### config.mk
export PLATFORM = sky130hd
export DESIGN_NAME = mem_access_stage_flat
export DESIGN_NICKNAME = d
export VERILOG_FILES = /design/src/rtl/mem_access_stage_if.sv /design/src/rtl/mem_access_stage.sv /design/src/flat_wrapper.sv
export SDC_FILE = /design/constraint.sdc
export NUM_CORES = 1
export LEC_CHECK = 0
export BUFFER_PORTS_ARGS = -buffer_cell sky130_fd_sc_hd__buf_2
export CELL_PAD_IN_SITES_DETAIL_PLACEMENT = 1
export CELL_PAD_IN_SITES_GLOBAL_PLACEMENT = 1
export CORE_MARGIN = 4
export CORE_UTILIZATION = 35
export CTS_BUF_LIST = sky130_fd_sc_hd__clkbuf_16
export CTS_CLUSTER_SIZE = 16
export DETAILED_ROUTE_END_ITERATION = 8
export PLACE_DENSITY = 0.86
export SLEW_MARGIN = 20
export SYNTH_ARGS = -nofsm -noshare
export SYNTH_HDL_FRONTEND = slang
export SYNTH_SLANG_ARGS = --single-unit
### constraint.sdc
create_clock -name clk -period 3.33 [get_ports clk]
set_input_delay 0.4995 -clock clk [delete_from_list [all_inputs] [get_ports clk]]
set_output_delay 0.4995 -clock clk [all_outputs]
set_load 0.01 [all_outputs]
### src/rtl/mem_access_stage_if.sv
// mem_access_stage_if: req/ack data-memory bus between the memory-access stage (master) and data memory (slave).
interface mem_access_stage_if;
  logic        dmem_req_o;
  logic        dmem_we_o;
  logic [31:0] dmem_addr_o;
  logic [31:0] dmem_wdata_o;
  logic        dmem_ack_i;
  logic [31:0] dmem_rdata_i;
  modport master (
    output dmem_req_o, dmem_we_o, dmem_addr_o, dmem_wdata_o,
    input  dmem_ack_i, dmem_rdata_i
  );
  modport slave (
    input  dmem_req_o, dmem_we_o, dmem_addr_o, dmem_wdata_o,
    output dmem_ack_i, dmem_rdata_i
  );
endinterface

### src/rtl/mem_access_stage.sv
// mem_access_stage: pipeline MEM stage doing loads/stores over a req/ack bus and registering MEM/WB outputs.
// Define MEMSTAGE_TIMEOUT_EN to enable the WAIT watchdog that aborts after TIMEOUT cycles without ack.
module mem_access_stage #(
  parameter int TIMEOUT = 16
) (
  input  logic                      clk,
  input  logic                      rst,
  input  logic [31:0]               alu_result_i,
  input  logic [31:0]               store_data_i,
  input  logic [3:0]                wr_dest_i,
  input  logic                      wmem_i,
  input  logic                      rmem_i,
  input  logic                      wreg_i,
  input  logic                      jmp_i,
  output logic                      stall_o,
  mem_access_stage_if.master        dmem,
  output logic [31:0]               wb_data_o,
  output logic [3:0]                wb_dest_o,
  output logic                      wb_wreg_o,
  output logic                      wb_jmp_o,
  output logic                      err_o
);
  typedef enum logic {IDLE, WAIT} state_t;
  state_t      state_q, state_d;
  logic        req_q, req_d, we_q, we_d;
  logic [31:0] addr_q, addr_d, wdata_q, wdata_d;
  logic [3:0]  dest_q, dest_d;
  logic        wreg_q, wreg_d, jmp_q, jmp_d;
  logic [31:0] wb_data_q, wb_data_d;
  logic [3:0]  wb_dest_q, wb_dest_d;
  logic        wb_wreg_q, wb_wreg_d, wb_jmp_q, wb_jmp_d;
  logic        err_q, err_d;
  logic        stall_c, mem_op, illegal, tmo;
  if (TIMEOUT < 2) begin : g_bad_timeout
    $error("mem_access_stage: TIMEOUT must be at least 2");
  end
  assign mem_op  = rmem_i | wmem_i;
  assign illegal = (rmem_i & wmem_i) | (mem_op & (alu_result_i[1:0] != 2'b00));
  always_comb begin
    state_d   = state_q;
    req_d     = req_q;
    we_d      = we_q;
    addr_d    = addr_q;
    wdata_d   = wdata_q;
    dest_d    = dest_q;
    wreg_d    = wreg_q;
    jmp_d     = jmp_q;
    wb_data_d = wb_data_q;
    wb_dest_d = wb_dest_q;
    wb_wreg_d = wb_wreg_q;
    wb_jmp_d  = wb_jmp_q;
    err_d     = 1'b0;
    stall_c   = 1'b0;
    if (state_q == IDLE) begin
      if (!mem_op) begin
        wb_data_d = alu_result_i;
        wb_dest_d = wr_dest_i;
        wb_wreg_d = wreg_i;
        wb_jmp_d  = jmp_i;
      end else if (illegal) begin
        err_d     = 1'b1;
        wb_data_d = '0;
        wb_dest_d = wr_dest_i;
        wb_wreg_d = 1'b0;
        wb_jmp_d  = 1'b0;
      end else begin
        stall_c   = 1'b1;
        state_d   = WAIT;
        req_d     = 1'b1;
        we_d      = wmem_i;
        addr_d    = alu_result_i;
        wdata_d   = store_data_i;
        dest_d    = wr_dest_i;
        wreg_d    = wreg_i;
        jmp_d     = jmp_i;
        wb_wreg_d = 1'b0;
        wb_jmp_d  = 1'b0;
      end
    end else if (dmem.dmem_ack_i) begin
      state_d   = IDLE;
      req_d     = 1'b0;
      wb_data_d = we_q ? addr_q : dmem.dmem_rdata_i;
      wb_dest_d = dest_q;
      wb_wreg_d = wreg_q & ~we_q;
      wb_jmp_d  = jmp_q;
    end else if (tmo) begin
      state_d   = IDLE;
      req_d     = 1'b0;
      err_d     = 1'b1;
      wb_data_d = '0;
      wb_wreg_d = 1'b0;
      wb_jmp_d  = 1'b0;
    end else begin
      stall_c = 1'b1;
    end
  end
`ifdef MEMSTAGE_TIMEOUT_EN
  localparam int CW = $clog2(TIMEOUT);
  logic [CW-1:0] cnt_q;
  assign tmo = cnt_q == CW'(TIMEOUT - 1);
  always_ff @(posedge clk or posedge rst)
    if (rst) cnt_q <= '0;
    else cnt_q <= (state_q == WAIT && state_d == WAIT) ? cnt_q + 1'b1 : '0;
`else
  assign tmo = 1'b0;
`endif
  always_ff @(posedge clk or posedge rst) begin
    if (rst) begin
      state_q   <= IDLE;
      req_q     <= 1'b0;
      we_q      <= 1'b0;
      addr_q    <= '0;
      wdata_q   <= '0;
      dest_q    <= '0;
      wreg_q    <= 1'b0;
      jmp_q     <= 1'b0;
      wb_data_q <= '0;
      wb_dest_q <= '0;
      wb_wreg_q <= 1'b0;
      wb_jmp_q  <= 1'b0;
      err_q     <= 1'b0;
    end else begin
      state_q   <= state_d;
      req_q     <= req_d;
      we_q      <= we_d;
      addr_q    <= addr_d;
      wdata_q   <= wdata_d;
      dest_q    <= dest_d;
      wreg_q    <= wreg_d;
      jmp_q     <= jmp_d;
      wb_data_q <= wb_data_d;
      wb_dest_q <= wb_dest_d;
      wb_wreg_q <= wb_wreg_d;
      wb_jmp_q  <= wb_jmp_d;
      err_q     <= err_d;
    end
  end
  // stall is forced low during reset so an aborted access never holds the pipeline
  assign stall_o           = stall_c & ~rst;
  assign dmem.dmem_req_o   = req_q;
  assign dmem.dmem_we_o    = we_q;
  assign dmem.dmem_addr_o  = addr_q;
  assign dmem.dmem_wdata_o = wdata_q;
  assign wb_data_o         = wb_data_q;
  assign wb_dest_o         = wb_dest_q;
  assign wb_wreg_o         = wb_wreg_q;
  assign wb_jmp_o          = wb_jmp_q;
  assign err_o             = err_q;
endmodule

### src/flat_wrapper.sv
// flat-port wrapper written by rule: the top's interface ports become plain ports
module mem_access_stage_flat 
#(
  parameter int TIMEOUT = 16
)
  (clk, rst, alu_result_i, store_data_i, wr_dest_i, wmem_i, rmem_i, wreg_i, jmp_i, stall_o, wb_data_o, wb_dest_o, wb_wreg_o, wb_jmp_o, err_o, dmem_dmem_req_o, dmem_dmem_we_o, dmem_dmem_addr_o, dmem_dmem_wdata_o, dmem_dmem_ack_i, dmem_dmem_rdata_i);
  mem_access_stage_if dmem_i ();
  input  logic clk;
  input  logic rst;
  input  logic [31:0] alu_result_i;
  input  logic [31:0] store_data_i;
  input  logic [3:0] wr_dest_i;
  input  logic wmem_i;
  input  logic rmem_i;
  input  logic wreg_i;
  input  logic jmp_i;
  output logic stall_o;
  output logic [31:0] wb_data_o;
  output logic [3:0] wb_dest_o;
  output logic wb_wreg_o;
  output logic wb_jmp_o;
  output logic err_o;
  output wire logic [$bits(dmem_i.dmem_req_o)-1:0] dmem_dmem_req_o;
  output wire logic [$bits(dmem_i.dmem_we_o)-1:0] dmem_dmem_we_o;
  output wire logic [$bits(dmem_i.dmem_addr_o)-1:0] dmem_dmem_addr_o;
  output wire logic [$bits(dmem_i.dmem_wdata_o)-1:0] dmem_dmem_wdata_o;
  input wire logic [$bits(dmem_i.dmem_ack_i)-1:0] dmem_dmem_ack_i;
  input wire logic [$bits(dmem_i.dmem_rdata_i)-1:0] dmem_dmem_rdata_i;
  assign dmem_dmem_req_o = dmem_i.dmem_req_o;
  assign dmem_dmem_we_o = dmem_i.dmem_we_o;
  assign dmem_dmem_addr_o = dmem_i.dmem_addr_o;
  assign dmem_dmem_wdata_o = dmem_i.dmem_wdata_o;
  assign dmem_i.dmem_ack_i = dmem_dmem_ack_i;
  assign dmem_i.dmem_rdata_i = dmem_dmem_rdata_i;
  mem_access_stage #(.TIMEOUT(TIMEOUT)) u_core (.clk(clk), .rst(rst), .alu_result_i(alu_result_i), .store_data_i(store_data_i), .wr_dest_i(wr_dest_i), .wmem_i(wmem_i), .rmem_i(rmem_i), .wreg_i(wreg_i), .jmp_i(jmp_i), .stall_o(stall_o), .dmem(dmem_i), .wb_data_o(wb_data_o), .wb_dest_o(wb_dest_o), .wb_wreg_o(wb_wreg_o), .wb_jmp_o(wb_jmp_o), .err_o(err_o));
endmodule
=== Word level (Yosys, flattened, before mapping) ===
Cells that the tools add are included.

* Register bits: 112
* Bits of input ports: 107
* Output and inout port bits: 106

* Eq/ne operators: 3
* Multiplexer cells: 26
* Bitwise logic cells: 10
* Reduce and logical (&&, ||, !) cells: 5

{| class="wikitable"
|+ Operators by type and width
! cell !! number
|-
| $mux 32 || 5
|-
| $mux 1 || 17
|-
| $mux 4 || 4
|-
| $reduce_and 3->1 || 2
|-
| $and 1x1->1 || 4
|-
| $not 1->1 || 4
|-
| $reduce_bool 2->1 || 2
|-
| $ne 3x2->1 const B || 1
|-
| $ne 2x1->1 const B || 1
|-
| $ne 2x2->1 const B || 1
|-
| $or 1x1->1 || 2
|-
| $reduce_and 2->1 || 1
|}

=== Logic depth before layout (Yosys ltp) ===
Gate-level depths: netlist of the first run.

* Depth in word-level cells: 7
* Depth in mapped cells: 6
* Gate-level depth less buffers: 3

=== Worst setup path after synthesis of the first run ===
OpenSTA, ideal clock, no wires.

* Path type: input to output
* From: input rmem_i
* To: output stall_o
* Arrival: 1.461 ns
* Data required time: 2.830 ns
* Path slack: 1.370 ns
* Cell stages on the path: 5
* Buffers on the path: 2
* Cell sequence: xnor2_1 > o41a_1 > buf_2 > buf_2 > nor2_1

* Longest elaborated chain between the ends: 7
* Elaborated cells on any way between the ends: 8

{| class="wikitable"
|+ Ends and longest elaborated chain
! what !! RTL line !! text
|-
| start, declared || flat_wrapper.sv:14 || <nowiki>input logic rmem_i;</nowiki>
|-
| $or 1x1->1 || mem_access_stage.sv:37 || <nowiki>assign mem_op = rmem_i | wmem_i;</nowiki>
|-
| $and 1x1->1 || mem_access_stage.sv:38 || <nowiki>assign illegal = (rmem_i & wmem_i) | (mem_op & (alu_result_i[1:0] != 2'b00));</nowiki>
|-
| $or 1x1->1 || mem_access_stage.sv:38 ||
|-
| $mux 1 || mem_access_stage.sv:60 || <nowiki>end else if (illegal) begin</nowiki>
|-
| $mux 1 (*) || mem_access_stage.sv:55 || <nowiki>if (!mem_op) begin</nowiki>
|-
| $mux 1 (*) || mem_access_stage.sv:54 || <nowiki>if (state_q == IDLE) begin</nowiki>
|-
| $and 1x1->1 (*) || mem_access_stage.sv:139 || <nowiki>assign stall_o = stall_c & ~rst;</nowiki>
|-
| end, declared || flat_wrapper.sv:17 || <nowiki>output logic stall_o;</nowiki>
|}

Mark *: on every way between the ends. The rest lies on a longest branch, timed or not.

=== Final worst setup path of the first run ===
* From: register u_core.state_q
* To: output stall_o

* Longest elaborated chain between the ends: 2

{| class="wikitable"
|+ Ends and longest elaborated chain
! what !! RTL line !! text
|-
| start, declared || mem_access_stage.sv:24 || <nowiki>state_t state_q, state_d;</nowiki>
|-
| start signal, assigned || mem_access_stage.sv:123 || <nowiki>state_q <= state_d;</nowiki>
|-
| $mux 1 || mem_access_stage.sv:54 ||
|-
| $and 1x1->1 || mem_access_stage.sv:139 ||
|}

Every way passes these cells.

==> results of run 1 <==
==> placed cells by master (no fill, tap or decap) <==
cell        count
nor2b_1         1
and2_1          2
buf_4           4
clkinvlp_4      2
nor3_2          1
o41a_2          1
buf_12          2
mux2_4         67
a22o_1         32
mux2_2         74
bufinv_16       2
nor2_1          3
o21ai_0         2
a21oi_1         3
nand2b_1        1
or4_4           1
dfrtp_2         2
clkbuf_16       9
inv_1           5
dfrtp_1       110
buf_2         212
xnor2_1         1
nand2_1         6
o22ai_1         1
==> power breakdown <==
part	switching [W]	leakage, nW	internal, W
Sequential	0.000271	1.38	0.00168
Combinational	0.000557	2.07	0.000809
Clock	0.000469	0.155	0.000648
Total	0.00130	3.60	0.00314
==> stage by stage <==
step	area [um2]	hold slack, ps	cells	worst slack (ps)
after floorplan	5210	473	335	1370
after global placement	6430	466	713	1020
after detailed placement	6430	470	713	986
after CTS	6740	322	728	947
after global routing	6740	357	728	909
final	6740	310	728	988
==> how the worst min path moves through the flow <==
stage                                               to  cells after the start                                from  slack [ps]
2_1_floorplan                u_core.wreg_q$_DFFE_PP0P_                      1           u_core.wreg_q$_DFFE_PP0P_         470
3_3_place_gp        u_core.dmem.dmem_req_o$_DFFE_PP0P_                      2  u_core.dmem.dmem_req_o$_DFFE_PP0P_         470
3_5_place_dp        u_core.dmem.dmem_req_o$_DFFE_PP0P_                      2  u_core.dmem.dmem_req_o$_DFFE_PP0P_         470
4_1_cts        u_core.dmem.dmem_wdata_o[5]$_DFFE_PP0P_                      2                                 rst         320
5_1_grt        u_core.dmem.dmem_wdata_o[1]$_DFFE_PP0P_                      2                     store_data_i[1]         360
6_report       u_core.dmem.dmem_wdata_o[5]$_DFFE_PP0P_                      2                                 rst         310
==> per-layer routing <==
layer,share of wire [%],up-vias
met2,52,134
li1,-,1624
met1,39,1859
met5,0,-
met4,2.0,0
met3,7.0,22
==> cells by family after synthesis <==
family | after synthesis | share of synthesized area (%)
buffers and inverters | 27 | 3.10
AOI/OAI and AO/OA | 39 | 6.20
and+or+nand+nor | 15 | 1.37
DFF | 112 | 53.8
muxes | 141 | 35.3
xor gates and xnor gates | 1 | 0.168
==> state kept, by name, summed over array words and instances (netlist names) <==
| signal | cells |
|---|---|
| u_core.dest_q | 4 |
| u_core.dmem.dmem_addr_o | 32 |
| u_core.dmem.dmem_req_o | 1 |
| u_core.dmem.dmem_wdata_o | 32 |
| u_core.dmem.dmem_we_o | 1 |
| u_core.err_o | 1 |
| u_core.jmp_q | 1 |
| u_core.state_q | 1 |
| u_core.wb_data_o | 32 |
| u_core.wb_dest_o | 4 |
| u_core.wb_jmp_o | 1 |
| u_core.wb_wreg_o | 1 |
| u_core.wreg_q | 1 |
==> final cells by class <==
type	count	area [um2]
Clock buffer	9	225
Clock inverter	6	78.8
Fill cell	1571	7800
Inverter	3	15.0
Multi-Input combinational cell	196	2250
Sequential cell	112	2810
Tap cell	184	230
Timing Repair Buffer	218	1130
==> flow_summary.json, run 1 <==
{
  "tns_ps": 0,
  "critPathKind": "reg2out",
  "grt_max_degree": 76,
  "finalSetupViolations": 0,
  "die_h_um": 130,
  "row_count": 44,
  "cp_num_buf_inv": 1,
  "critPathLaunchType": "flop",
  "cts_root_buf": "clkbuf_16",
  "synth_top_cell_by_area": "dfrtp_1",
  "clockBufferDepth": 2,
  "path_depth": 3,
  "ys_types": 21,
  "synth-async-reset-ratio_pct": 100,
  "fin_crit_sh_pct": 70.3,
  "crit_family": "compound AO/OA/AOI/OAI gates",
  "required_ps": 2830,
  "r2r_cells": 3,
  "globalplace.congestion": 0.747,
  "slew_headroom_pct": 39.8,
  "ys_warn_count": 0,
  "cp_max_fo": 17,
  "worstSetupStartpoint": "u_core.state_q$_DFF_PP0_",
  "htree_levels": 3,
  "synthFlopType": "dfrtp_1",
  "synth_edf_count": 0,
  "synth_area_leaders": "dfrtp_1 (54%), mux2_4 (19%), mux2_2 (16%)",
  "syn2layout_area_growth_pct": 29.4,
  "synth_nets": 442,
  "grt_pass1_wl_mm": 22.6,
  "r2r-start": "u_core.state_q$_DFF_PP0_",
  "clock_latency_ps": 340,
  "syn_avg_cell_area_um2": 15.5,
  "busiest_layer": "met2",
  "hold_violations": 0,
  "post_synth_inst_count": 335,
  "rrSetupSlack_ps": 1090,
  "start_util_pct": 35.8,
  "fin_nets": 647,
  "critPathMaxStageDelay_ps": 670,
  "antenna_cells": 0,
  "drive_above_1_share_pct": 69.3,
  "leakage_nw": 3.60,
  "cts_setup_buffers": 0,
  "use_met1_pct": 20.4,
  "hold_buffers": 0,
  "slew_viol_final": 0,
  "power_w": 0.00444,
  "port_buffers": 212,
  "synthesis.area_um2": 5210,
  "wl_mm": 14.4,
  "ir_drop_mv": 0.352,
  "antenna_found_initial": 0,
  "synth_commonest_cells": "dfrtp_1 (112), mux2_2 (74), mux2_4 (67), a22o_1 (32), clkbuf_1 (13)",
  "synth_most_common_cell": "dfrtp_1",
  "place_hpwl_mm": 10.5,
  "met2_usage_pct": 30.1,
  "worstReg2RegEnd": "u_core.dmem.dmem_we_o$_DFFE_PP0P_",
  "cp-endpoint": "stall_o",
  "overflow": 0,
  "finish.utilization_pct": 46.4,
  "fin_skew_ps": 6.25,
  "via_count": 3639,
  "ys_seq_area_share_pct": 53.8,
  "end_kind": "output pin",
  "detail_route.wl_per_cell_um": 19.7,
  "crit_chain": "o41a_2 > nor2_1 > buf_2",
  "numClockSinks": 112,
  "crit_arrival_ps": 1840,
  "vias_per_cell": 5.00,
  "cts_resized": 0,
  "grt_usage_pct": 17.3,
  "drtIter0Drc": 76,
  "path_clk_slew_ps": 70,
  "synth_top_area_share_pct": 53.8,
  "cpMaxStageDelayCell": "o41a_2",
  "drcViolationCount": 0,
  "fp.dieW_um": 130,
  "cts_buffers": 9,
  "grt_use_met3_pct": 4.87,
  "ant_nets": 0,
  "cts_tree": "yes",
  "rsz0062_at_grt": "false",
  "min_path_type": "in2async",
  "design.die.area_um2": 16900,
  "cap_violations": 0,
  "clock.fmax_mhz": 427,
  "coreArea_um2": 14500,
  "power_density_nw_per_um2": 659,
  "ys_ff_latch": 112,
  "grt_pass1_vias": 4144,
  "worstMarginPinSlew_ps": 904,
  "ios": 213,
  "fin_crit_ps": 2340,
  "dr.pass1.iters": 4,
  "status": "finished, final reports clean"
}
Power figures use the tool's default switching activity.
==> inputs of run 2 (changes only) <==
Clock period 3.33 ns to 2.1 ns, I/O delays scaled along.
==> flow_summary.json, run 2 (same netlist as run 1, synthesis figures left out) <==
{
  "ant_nets": 0,
  "fill_cells": 1540,
  "drcViolationCount": 0,
  "grt_pass1_wl_mm": 22.4,
  "fin_crit_sh_pct": 92.6,
  "finalSetupViolations": 0,
  "critPathMaxStageDelay_ps": 600,
  "place_hpwl_mm": 10.8,
  "syn2layout_area_growth_pct": 30.1,
  "clock_latency_ps": 340,
  "slew_headroom_pct": 62.1,
  "critPathLaunchType": "flop",
  "drtIter0Drc": 120,
  "coreArea_um2": 14500,
  "path_clk_slew_ps": 70,
  "status": "finished, final reports clean",
  "numClockSinks": 112,
  "grt_usage_pct": 17.0,
  "p_clk_share_pct": 22.1,
  "slew_viol_final": 0,
  "combPwrFrac_pct": 33.7,
  "port_buffers": 212,
  "cts_buffers": 9,
  "rsz0062_at_grt": "false",
  "clock.fmax_mhz": 514,
  "design.die.area_um2": 16900,
  "critPathKind": "reg2out",
  "mostFrequentLayoutCells": "buf_2 (212), dfrtp_1 (110), mux2_2 (74)",
  "row_count": 44,
  "antenna_cells": 0,
  "final_common_cell": "buf_2",
  "globalplace.congestion": 0.756,
  "detail_route.wl_per_cell_um": 19.6,
  "path_depth": 3,
  "end_kind": "output pin",
  "fp.dieW_um": 130,
  "cp_num_buf_inv": 1,
  "die_h_um": 130,
  "cpMaxStageDelayCell": "o41a_4",
  "leakage_nw": 3.63,
  "grt_max_degree": 48,
  "cap_violations": 0,
  "clockBufferDepth": 2,
  "swShare_pct": 30.1,
  "start_util_pct": 35.8,
  "worstSetupStartpoint": "u_core.state_q$_DFF_PP0_",
  "grt_pass1_vias": 4250,
  "antenna_found_initial": 0,
  "drive_above_1_share_pct": 69.1,
  "tns_ps": 0,
  "intPower_w": 0.00477,
  "fin_skew_ps": 5.41,
  "fin_nets": 653,
  "crit_arrival_ps": 1630,
  "required_ps": 1780,
  "dr.pass1.iters": 4,
  "cts_tree": "yes",
  "cp_max_fo": 10,
  "fin_crit_ps": 1950,
  "crit_chain": "o41a_4 > nor2_1 > buf_2",
  "min_path_type": "in2async",
  "power_density_nw_per_um2": 1010,
  "ir_drop_mv": 0.401,
  "wl_mm": 14.4,
  "htree_levels": 3,
  "p_seq_share_pct": 44.2,
  "finish.utilization_pct": 46.6,
  "r2r-start": "u_core.state_q$_DFF_PP0_",
  "cts_root_buf": "clkbuf_16",
  "r2r_cells": 3,
  "hold_violations": 0,
  "via_count": 3643,
  "crit_family": "compound AO/OA/AOI/OAI gates",
  "ios": 213,
  "p_switching_w": 0.00205,
  "cts_setup_buffers": 0,
  "worstMarginPinSlew_ps": 568,
  "overflow": 0,
  "vias_per_cell": 4.96
}
-- run 2: changes by cell type in the layout (fill, tap and decap cells not counted), sizes merged --
cell	change
buf	+6
bufinv	-2
clkinv	+2
inv	+1
clkinvlp	-1
-- run 2: power by group through the flow --
stage / clock network [W] / logic, W / registers (W)
finish: 0.00150 / 0.00230 / 0.00302
global route: 0.00166 / 0.00248 / 0.00308
CTS: 0.00158 / 0.00235 / 0.00302
detailed placement: 0 / 0.00234 / 0.00305
global placement: 0 / 0.00225 / 0.00301
floorplan: 0 / 0.00120 / 0.00321
-- run 2: worst register-to-register path, stage by stage (launching register included) --
cell and delay (ps):
dfrtp_2 430, or4_4 560, buf_4 330, mux2_4 370
-- run 2: per-stage QoR --
step / hold slack [ps] / std cells / worst slack (ps) / instance area [um2] / total power (W)
floorplan: 444 / 335 / 223 / 5210 / 0.00442
global placement: 371 / 719 / 265 / 6520 / 0.00526
detailed placement: 390 / 719 / 223 / 6520 / 0.00539
CTS: 8.45 / 734 / 40.1 / 6760 / 0.00695
global route: 48.1 / 734 / 47.8 / 6770 / 0.00722
finish: 13.3 / 734 / 155 / 6770 / 0.00682
-- run 2: final timing paths --
| check | slack (ps) | end |
|---|---|---|
| worst max-delay path | 150 | stall_o |
| worst min-delay path | 10 | u_core.dmem.dmem_wdata_o[11]$_DFFE_PP0P_ |
| worst max register to register | 290 | u_core.dmem.dmem_addr_o[15]$_DFFE_PP0P_ |
| max in group asynchronous | 1490 | u_core.dmem.dmem_addr_o[7]$_DFFE_PP0P_ |
| worst min register to register | 500 | u_core.wb_dest_o[1]$_DFFE_PP0P_ |
| min in group clk | 200 | u_core.dmem.dmem_wdata_o[10]$_DFFE_PP0P_ |
-- run 2: per-layer routing --
metal	track usage [%]	share of wire [%]
met5	0	0
met3	4.22	7.1
met1	20.3	39
met2	29.8	52
met4	6.36	1.8
-- run 2: final cells by class --
class	instances	area, um2	area share, %
clock buffer	9	225	3.33
clock inverter	6	22.5	0.333
inverter	3	15.0	0.222
multi-input combinational	196	2260	33.4
sequential	112	2810	41.4
tap	184	230	3.40
timing repair buffer	224	1210	17.9
-- run 2: what timing repair did --
item / 4_1_cts / 5_1_grt
resized for setup: 0 / 1
hold buffers: 0 / 0
endpoints found under the setup margin: 0 / 1
==> inputs of run 3 (changes only) <==
Settings changed: CORE_UTILIZATION 35 to 38, PLACE_DENSITY 0.86 to 0.89.
Clock period 2.1 ns to 1.9 ns, I/O delays scaled along.
==> flow_summary.json, run 3 (same netlist as run 1, synthesis figures left out) <==
{
  "status": "finished, final reports clean",
  "numClockSinks": 112,
  "critPathKind": "reg2reg",
  "worstMarginPinSlew_ps": 612,
  "hold_slack_ps": 105,
  "fill_cells": 1415,
  "fp.dieW_um": 125,
  "end_kind": "flop",
  "grt_usage_pct": 18.3,
  "clock_latency_ps": 340,
  "fin_crit_ps": 1860,
  "tns_ps": 0,
  "finalSetupViolations": 0,
  "finish.utilization_pct": 50.8,
  "vias_per_cell": 5.03,
  "clock.fmax_mhz": 537,
  "mostFrequentLayoutCells": "buf_2 (212), dfrtp_1 (110), mux2_2 (74)",
  "dr.pass1.iters": 4,
  "overflow": 0,
  "cts_tree": "yes",
  "rsz0062_at_grt": "false",
  "cts_buffers": 9,
  "antenna_cells": 0,
  "drtIter0Drc": 113,
  "setup_slack_ps": 39.1,
  "wl_mm": 14.3,
  "power_density_nw_per_um2": 1130,
  "fin_nets": 653,
  "dpl.cell_count": 709,
  "ant_nets": 0,
  "instances_no_fill": 723,
  "start_util_pct": 39.0,
  "detail_route.wl_per_cell_um": 19.8,
  "antenna_found_initial": 0,
  "cap_violations": 0,
  "via_count": 3636,
  "die_h_um": 125,
  "ir_drop_mv": 0.540,
  "cts_root_buf": "clkbuf_16",
  "grt_pass1_vias": 4202,
  "fin_skew_ps": 4.32,
  "coreArea_um2": 13300,
  "fin_crit_sh_pct": 97.9,
  "grt_pass1_wl_mm": 23.1,
  "drive_above_1_share_pct": 70.0,
  "cp_max_fo": 39,
  "grt_max_degree": 113,
  "globalplace.congestion": 0.822,
  "required_ps": 2120,
  "hold_violations": 0,
  "hold_buffers": 0,
  "final_common_cell": "buf_2",
  "place_hpwl_mm": 10.5,
  "crit_arrival_ps": 2080,
  "design.die.area_um2": 15600,
  "clockBufferDepth": 2,
  "ios": 213,
  "min_path_type": "in2async",
  "leakage_nw": 3.62,
  "slew_headroom_pct": 59.2,
  "drcViolationCount": 0,
  "port_buffers": 212,
  "place_ws_ps": 141,
  "row_count": 42,
  "slew_viol_final": 0,
  "path_clk_slew_ps": 70,
  "critPathLaunchType": "flop",
  "syn2layout_area_growth_pct": 30.3,
  "htree_levels": 3
}
## run 3: changes by cell type in the layout (fill, tap and decap cells not counted), sizes merged
cell and change:
bufinv +1, inv -3, clkinv -1
## run 3: layout make-up
cell class	instances	area, um2	share of cell area (%)
Tap cell	176	220	3.25
Clock buffer	9	225	3.32
Inverter	3	15.0	0.221
Multi-Input combinational cell	196	2260	33.4
Clock inverter	3	38.8	0.572
Sequential cell	112	2810	41.3
Timing Repair Buffer	224	1220	17.9
## run 3: worst paths after layout
kind	start	to	slack [ps]	depth (start not counted)
worst min-delay path	rst	u_core.dmem.dmem_wdata_o[1]$_DFFE_PP0P_	100	3
worst max-delay path	u_core.state_q$_DFF_PP0_	u_core.dmem.dmem_wdata_o[7]$_DFFE_PP0P_	40	4
worst min register to register	u_core.wb_data_o[26]$_DFFE_PP0P_	u_core.wb_data_o[26]$_DFFE_PP0P_	500	1
min in group clk	store_data_i[0]	u_core.dmem.dmem_wdata_o[0]$_DFFE_PP0P_	170	2
worst max register to register	u_core.state_q$_DFF_PP0_	u_core.dmem.dmem_wdata_o[7]$_DFFE_PP0P_	40	4
max in group asynchronous	rst	u_core.dmem.dmem_wdata_o[21]$_DFFE_PP0P_	1300	3
## run 3: where the power goes
group / internal, W / total, W / switching, W
clock: 0.000988 / 0.00179 / 0.000804
combinational: 0.00147 / 0.00255 / 0.00109
sequential: 0.00295 / 0.00333 / 0.000373
## run 3: worst max-delay path, stage by stage, from the launching register on
cell,delay (ps)
dfrtp_2,410
buf_4,160
or4_4,580
buf_12,230
mux2_4,330
## run 3: layer usage
layer / GRT usage [%] / vias up / wire (um)
met2: 32.6 / 135 / 7460
met4: 6.19 / 0 / 272
met3: 4.14 / 19 / 883
met1: 21.8 / 1849 / 5700
li1: - / 1633 / -
met5: 0 / - / 0
## run 3: per-stage QoR
stage	cell area (um2)	total power, W
global placement	6490	0.00580
global route	6790	0.00808
finish	6790	0.00767
detailed placement	6490	0.00594
CTS	6770	0.00777
floorplan	5210	0.00488
## run 3: repair_timing
| item | in CTS | in global routing |
|---|---|---|
| pin swaps | 0 | 1 |
| setup endpoints to repair | 1 | 1 |
| setup buffers | 2 | 0 |
| gates resized for setup | 1 | 2 |
| cloned | 0 | 0 |
